## src/rtl/calc_pkg.sv

```systemverilog
// Shared constants for the calculator display consumer:
// producer status codes, segment patterns and digit count.
package calc_pkg;
  localparam logic [1:0] ST_ERRO  = 2'b00;
  localparam logic [1:0] ST_BUSY  = 2'b01;
  localparam logic [1:0] ST_READY = 2'b10;
  localparam logic [1:0] ST_PRINT = 2'b11;

  localparam logic [7:0] SEG_BLANK = 8'hFF;
  localparam logic [7:0] SEG_E     = 8'h86;
  localparam logic [7:0] SEG_R     = 8'hAF;

  localparam int NDIG = 8;
endpackage

```

## src/rtl/calc_display_ctrl_if.sv

```systemverilog
// Display-digit stream from the calculator core and the
// multiplexed 7-segment outputs of the display controller.
interface calc_display_ctrl_if;
  logic [1:0] status;
  logic [3:0] data;
  logic [3:0] pos;
  logic [7:0] an;
  logic [7:0] seg;
  logic       commit;

  modport master (
    output status, data, pos,
    input  an, seg, commit
  );

  modport slave (
    input  status, data, pos,
    output an, seg, commit
  );
endinterface

```

## src/rtl/calc_display_ctrl_seg7_decoder.sv

```systemverilog
// BCD digit to active-low {dp,g,f,e,d,c,b,a} segments;
// codes 10..15 light nothing.
module seg7_decoder
  import calc_pkg::*;
(
  input  logic [3:0] i_digit,
  output logic [7:0] o_seg
);
  always_comb begin
    o_seg = SEG_BLANK;
    unique case (i_digit)
      4'd0:    o_seg = 8'hC0;
      4'd1:    o_seg = 8'hF9;
      4'd2:    o_seg = 8'hA4;
      4'd3:    o_seg = 8'hB0;
      4'd4:    o_seg = 8'h99;
      4'd5:    o_seg = 8'h92;
      4'd6:    o_seg = 8'h82;
      4'd7:    o_seg = 8'hF8;
      4'd8:    o_seg = 8'h80;
      4'd9:    o_seg = 8'h90;
      default: o_seg = SEG_BLANK;
    endcase
  end
endmodule

```

## src/rtl/calc_display_ctrl.sv

```systemverilog
// Captures 8-digit print bursts into a shadow buffer, commits
// them at end of frame and scans them onto a 7-segment display.
module calc_display_ctrl
  import calc_pkg::*;
#(
  parameter int SCAN_DIV = 50000,
  parameter bit BLANK_LZ = 1'b1
) (
  input  logic                clock,
  input  logic                reset,
  calc_display_ctrl_if.slave  bus
);
  localparam int DW = (SCAN_DIV > 2) ? $clog2(SCAN_DIV) : 1;
  localparam logic [DW-1:0] DIV_LAST = DW'(SCAN_DIV - 1);

  logic [DW-1:0]        r_div;
  logic [2:0]           r_idx;
  logic [1:0]           r_prev;
  logic [NDIG-1:0][3:0] r_shadow;
  logic [NDIG-1:0][3:0] r_active;
  logic [7:0]           r_an;
  logic [7:0]           r_seg;
  logic                 r_commit;

  logic       w_beat;
  logic       w_commit;
  logic       w_abort;
  logic [2:0] w_wr_idx;
  logic [2:0] w_msd;
  logic [3:0] w_digit;
  logic [7:0] w_dec;
  logic [7:0] w_seg_nxt;

  assign w_beat   = (bus.status == ST_PRINT)
                  && (bus.pos >= 4'd1)
                  && (bus.pos <= 4'd8);
  assign w_commit = (r_prev == ST_PRINT)
                  && (bus.status == ST_READY);
  assign w_abort  = (r_prev == ST_PRINT)
                  && ((bus.status == ST_ERRO)
                  ||  (bus.status == ST_BUSY));
  assign w_wr_idx = 3'(bus.pos - 4'd1);

  // Digit 0 is never blanked, so msd bottoms out at 0.
  always_comb begin
    w_msd = 3'd0;
    for (int i = 1; i < NDIG; i++) begin
      if (r_active[i] != 4'd0) w_msd = 3'(i);
    end
  end

  assign w_digit = r_active[r_idx];

  seg7_decoder u_dec (
    .i_digit (w_digit),
    .o_seg   (w_dec)
  );

  always_comb begin
    w_seg_nxt = w_dec;
    if (bus.status == ST_ERRO) begin
      if (r_idx == 3'd2)     w_seg_nxt = SEG_E;
      else if (r_idx < 3'd2) w_seg_nxt = SEG_R;
      else                   w_seg_nxt = SEG_BLANK;
    end else if (BLANK_LZ && (r_idx > w_msd)) begin
      w_seg_nxt = SEG_BLANK;
    end
  end

  always_ff @(posedge clock or posedge reset) begin
    if (reset) begin
      r_prev   <= ST_READY;
      r_shadow <= '0;
      r_active <= '0;
      r_commit <= 1'b0;
    end else begin
      r_prev   <= bus.status;
      r_commit <= w_commit;
      if (w_beat) r_shadow[w_wr_idx] <= bus.data;
      if (w_commit) begin
        r_active <= r_shadow;
        r_shadow <= '0;
      end else if (w_abort) begin
        r_shadow <= '0;
      end
    end
  end

  always_ff @(posedge clock or posedge reset) begin
    if (reset) begin
      r_div <= '0;
      r_idx <= 3'd0;
    end else if (r_div == DIV_LAST) begin
      r_div <= '0;
      r_idx <= r_idx + 3'd1;
    end else begin
      r_div <= r_div + 1'b1;
    end
  end

  always_ff @(posedge clock or posedge reset) begin
    if (reset) begin
      r_an  <= 8'hFF;
      r_seg <= SEG_BLANK;
    end else begin
      r_an  <= ~(8'd1 << r_idx);
      r_seg <= w_seg_nxt;
    end
  end

  assign bus.an     = r_an;
  assign bus.seg    = r_seg;
  assign bus.commit = r_commit;
endmodule
```

## src/flat_wrapper.sv

```systemverilog
// flat-port wrapper written by rule: the top's interface ports become plain ports
module calc_display_ctrl_flat import calc_pkg::*;
#(
  parameter int SCAN_DIV = 50000,
  parameter bit BLANK_LZ = 1'b1
)
  (clock, reset, bus_status, bus_data, bus_pos, bus_an, bus_seg, bus_commit);
  calc_display_ctrl_if bus_i ();
  input  logic clock;
  input  logic reset;
  input wire logic [$bits(bus_i.status)-1:0] bus_status;
  input wire logic [$bits(bus_i.data)-1:0] bus_data;
  input wire logic [$bits(bus_i.pos)-1:0] bus_pos;
  output wire logic [$bits(bus_i.an)-1:0] bus_an;
  output wire logic [$bits(bus_i.seg)-1:0] bus_seg;
  output wire logic [$bits(bus_i.commit)-1:0] bus_commit;
  assign bus_i.status = bus_status;
  assign bus_i.data = bus_data;
  assign bus_i.pos = bus_pos;
  assign bus_an = bus_i.an;
  assign bus_seg = bus_i.seg;
  assign bus_commit = bus_i.commit;
  calc_display_ctrl #(.SCAN_DIV(SCAN_DIV), .BLANK_LZ(BLANK_LZ)) u_core (.clock(clock), .reset(reset), .bus(bus_i));
endmodule
```

## config.mk

```make
export PLATFORM = sky130hd
export DESIGN_NAME = calc_display_ctrl_flat
export DESIGN_NICKNAME = d
export VERILOG_FILES = /design/src/rtl/calc_pkg.sv /design/src/rtl/calc_display_ctrl_if.sv /design/src/rtl/calc_display_ctrl_seg7_decoder.sv /design/src/rtl/calc_display_ctrl.sv /design/src/flat_wrapper.sv
export SDC_FILE = /design/constraint.sdc
export NUM_CORES = 1
export LEC_CHECK = 0
export ABC_AREA = 1
export BUFFER_PORTS_ARGS = -buffer_cell sky130_fd_sc_hd__buf_2
export CAP_MARGIN = 20
export CORE_ASPECT_RATIO = 0.8
export CORE_MARGIN = 5
export CORE_UTILIZATION = 40
export CTS_CLUSTER_DIAMETER = 200
export DETAILED_ROUTE_END_ITERATION = 12
export GPL_TIMING_DRIVEN = 0
export PLACE_DENSITY_LB_ADDON = 0.2
export SETUP_SLACK_MARGIN = 0.2
export SLEW_MARGIN = 15
export SYNTH_ARGS = -nofsm -noshare
export SYNTH_HDL_FRONTEND = slang
export SYNTH_HIERARCHICAL = 1
export SYNTH_SLANG_ARGS = --single-unit
export TNS_END_PERCENT = 30
```

## constraint.sdc

```tcl
create_clock -name clock -period 4.6 [get_ports clock]
set_input_delay 0.92 -clock clock [delete_from_list [all_inputs] [get_ports clock]]
set_output_delay 0.92 -clock clock [all_outputs]
set_load 0.1 [all_outputs]
```

==> impl_metrics.env <==
export IMPL_status="finished clean"
export IMPL_post_cts_buffers=0
export IMPL_pwr_share_seq_pct=46.4
export IMPL_p_comb_share_pct=19.0
export IMPL_clkPwrFrac_pct=34.6
export IMPL_critPathMaxFanout=9
export IMPL_synthArstFlopShare_pct=100
export IMPL_placed_cells=840
export IMPL_maxCapViolCount=0
export IMPL_max_freq_mhz=424
export IMPL_grt_use_met3_pct=3.48
export IMPL_syn_nets=669
export IMPL_synth_fa_ha_area_share_pct=4.27
export IMPL_drive_gt1_share_pct=12.8
export IMPL_clock_root_buffer="clkbuf_16"
export IMPL_clkSinkCount=102
export IMPL_die_area_sq_um=14800
export IMPL_synth_edff_count=0
export IMPL_grt_max_degree=70
export IMPL_gp_congestion=0.835
export IMPL_grt_met2_usage_pct=23.6
export IMPL_ctsHoldBuffers=0
export IMPL_yosysTopAreaCellShare_pct=42.7
export IMPL_synth_xor_area_share_pct=1.23
export IMPL_synth_flop_cell="dfrtp_1"
export IMPL_initial_core_util_pct=40.8
export IMPL_routed_wl_microns=10600
export IMPL_syn_mean_instance_area_sq_um=7.78
export IMPL_slew_headroom_pct=46.4
export IMPL_die_w_microns=135
export IMPL_grt_pass1_wl_microns=18300
export IMPL_nNetsFinal=709
export IMPL_ys_ff_latch=102
export IMPL_grtUsageTotal_pct=15.4
export IMPL_peakVddDrop_uv=191
export IMPL_critPathArrivalTime_ps=2610
export IMPL_timing_final_crit_share_pct=51.3
export IMPL_startpoint_type="flop"
export IMPL_met1_usage_pct=21.9
export IMPL_yosys_warnings=6
export IMPL_synth_mux_area_share_pct=0
export IMPL_overflow=0
export IMPL_swShare_pct=30.7
export IMPL_cts_path_max_buffers=2
export IMPL_cts_tree="done"
export IMPL_core_area_sq_um=12200
export IMPL_cp_end_kind="flop"
export IMPL_viasPerCell=4.66
export IMPL_synth_distinct_cells=26
export IMPL_crit_required_ps=4850
export IMPL_cts_resized=0
export IMPL_area_growth_pct=14.0
export IMPL_final_cells=856
export IMPL_yosys_top_cells_count="nand2_1, dfrtp_1, inv_1"
export IMPL_drtIter0Drc=237
export IMPL_hpwl_microns=7880
export IMPL_cellPowerDensity_nw_per_um2=396
export IMPL_num_io_pins=29
export IMPL_hold_violations=0
export IMPL_synth_top_area_cell="dfrtp_1"
export IMPL_drtAntennaViolNets=0
export IMPL_synth_compound_area_share_pct=7.64
export IMPL_drv_slew=0
export IMPL_numCtsBuffers=9
export IMPL_io_buffers=28
export IMPL_antenna_found_initial=0
export IMPL_vias=3987
export IMPL_first_global_vias=3833
export IMPL_hold_path_class="reg -> reg"
export IMPL_critPathKind="reg -> reg"
export IMPL_die_y_microns=110
export IMPL_finClkSkew_ps=6.73
export IMPL_antennaDiodeCount=0
export IMPL_drt_first_pass_iters=4
export IMPL_postSynthCellCount=640
export IMPL_synth_top_family_by_area="simple AND/OR/NAND/NOR gates"
export IMPL_rsz0062_at_grt="no"
export IMPL_yosysMostFrequentCell="nand2_1"
export IMPL_worst_pin_slew_ps=801
export IMPL_grt_busiest_layer="met2"
export IMPL_ys_seq_area_share_pct=51.7
export IMPL_wl_per_cell_microns=12.3
export IMPL_cts_htree_levels=3
export IMPL_p_int_uw=1560
export IMPL_netlist_area_sq_um=4980
export IMPL_clk_pin_slew_ps=70
export IMPL_synthSimpleGateAreaFrac_pct=28.8
export IMPL_finalCriticalPeriod_ps=2360
export IMPL_clkLatencyLatePin_ps=340
export IMPL_synth_area_leaders="dfrtp_1, nand2_1, dfstp_2"
export IMPL_p_switching_uw=690
export IMPL_leakage_uw=0.00300
export IMPL_setup_violations=0
export IMPL_detail_route_drc_violations=0
export IMPL_hold_slack_ps=475
export IMPL_row_count=36
[through the flow]
stage                     worst slack (ps)  instance area, sq um  setup TNS (ps)  power (uW)  utilization (%)
final                                 2240                  5670               0        2240             46.5
after global routing                  1910                  5670               0        2370             46.5
after CTS                             2210                  5670               0        2270             46.5
after detailed placement              2220                  5370               0        1490             44.0
after global placement               -21.4                  5330           -1250        1480             43.7
after floorplan                       1030                  4980               0        1390                -
[routing by layer]
layer,share of wire (%),vias up,wire length (microns)
met5,0,-,0
met4,1.4,0,149
met3,4.3,16,449
met2,43,86,4490
met1,52,1812,5460
li1,-,2073,-
[path summary, 6_finish.rpt]
kind                                            startpoint                              end  slack [ps]  depth (start not counted)
min reg2reg                u_core/r_shadow[27]$_DFFE_PP0P_  u_core/r_shadow[27]$_DFFE_PP0P_         470                          2
max reg2reg                    u_core/r_idx[1]$_DFFE_PP0N_      u_core/bus.seg[3]$_DFF_PP1_        2240                         13
max                            u_core/r_idx[1]$_DFFE_PP0N_      u_core/bus.seg[3]$_DFF_PP1_        2240                         13
min in group asynchronous                            reset       u_core/r_div[11]$_DFF_PP0_         550                          2
max in group asynchronous                            reset       u_core/bus.an[5]$_DFF_PP1_        3410                          3
min                        u_core/r_shadow[27]$_DFFE_PP0P_  u_core/r_shadow[27]$_DFFE_PP0P_         470                          2
[layout by cell type, fill, tap and decap left out, drive strengths merged, types with 2 or more instances in the layout]
master,instances
a21oi,21
buf,37
clkbuf,15
clkinv,4
dfrtp,85
dfstp,17
ha,17
inv,67
nand2,273
nand3,16
nand4,5
nor2,55
nor3,8
nor4,2
o21ai,52
xor2,7
[area by class of cell]
cell class / instances / area (sq um)
Multi-Input combinational cell: 458 / 2090
Inverter: 68 / 260
Sequential cell: 102 / 2570
Buffer: 12 / 57.6
Timing Repair Buffer: 29 / 168
Tap cell: 171 / 214
Clock inverter: 5 / 56.3
Clock buffer: 11 / 253
Fill cell: 1204 / 6530
[kinds of logic after synthesis]
logic type / count (synthesis)
AND/OR/NAND/NOR: 359
flip-flops: 102
other: 1
adder cells (fa/ha/maj): 17
buffers and inverters: 80
XOR/XNOR: 7
AO/OA/AOI/OAI: 74
[worst max-delay path, stage by stage, from the launching register on]
cell,delay (ps)
dfrtp_1,480
clkinv_1,300
a21oi_1,210
o21ai_0,140
nand2_1,80
nand2_1,50
nand2_1,170
inv_1,100
ha_1,280
nand2_1,90
nand3_1,80
nand2_1,60
a21oi_1,40
o21ai_0,190
[state kept, by name (all words and copies together) (netlist names)]
signal / count
u_core/r_active: 32
u_core/r_shadow: 32
u_core/r_div: 16
u_core/bus.an: 8
u_core/bus.seg: 8
u_core/r_idx: 3
u_core/r_prev: 2
u_core/bus.commit: 1
[power by group through the flow]
| stage | Clock [uW] | Sequential (uW) | Combinational (uW) |
|---|---|---|---|
| 2_1_floorplan | 0 | 1170 | 219 |
| 3_3_place_gp | 0 | 1060 | 422 |
| 3_5_place_dp | 0 | 1060 | 430 |
| 4_1_cts | 798 | 1040 | 432 |
| 5_1_grt | 826 | 1050 | 487 |
| 6_report | 776 | 1040 | 427 |
Power figures use the tool's default switching activity.
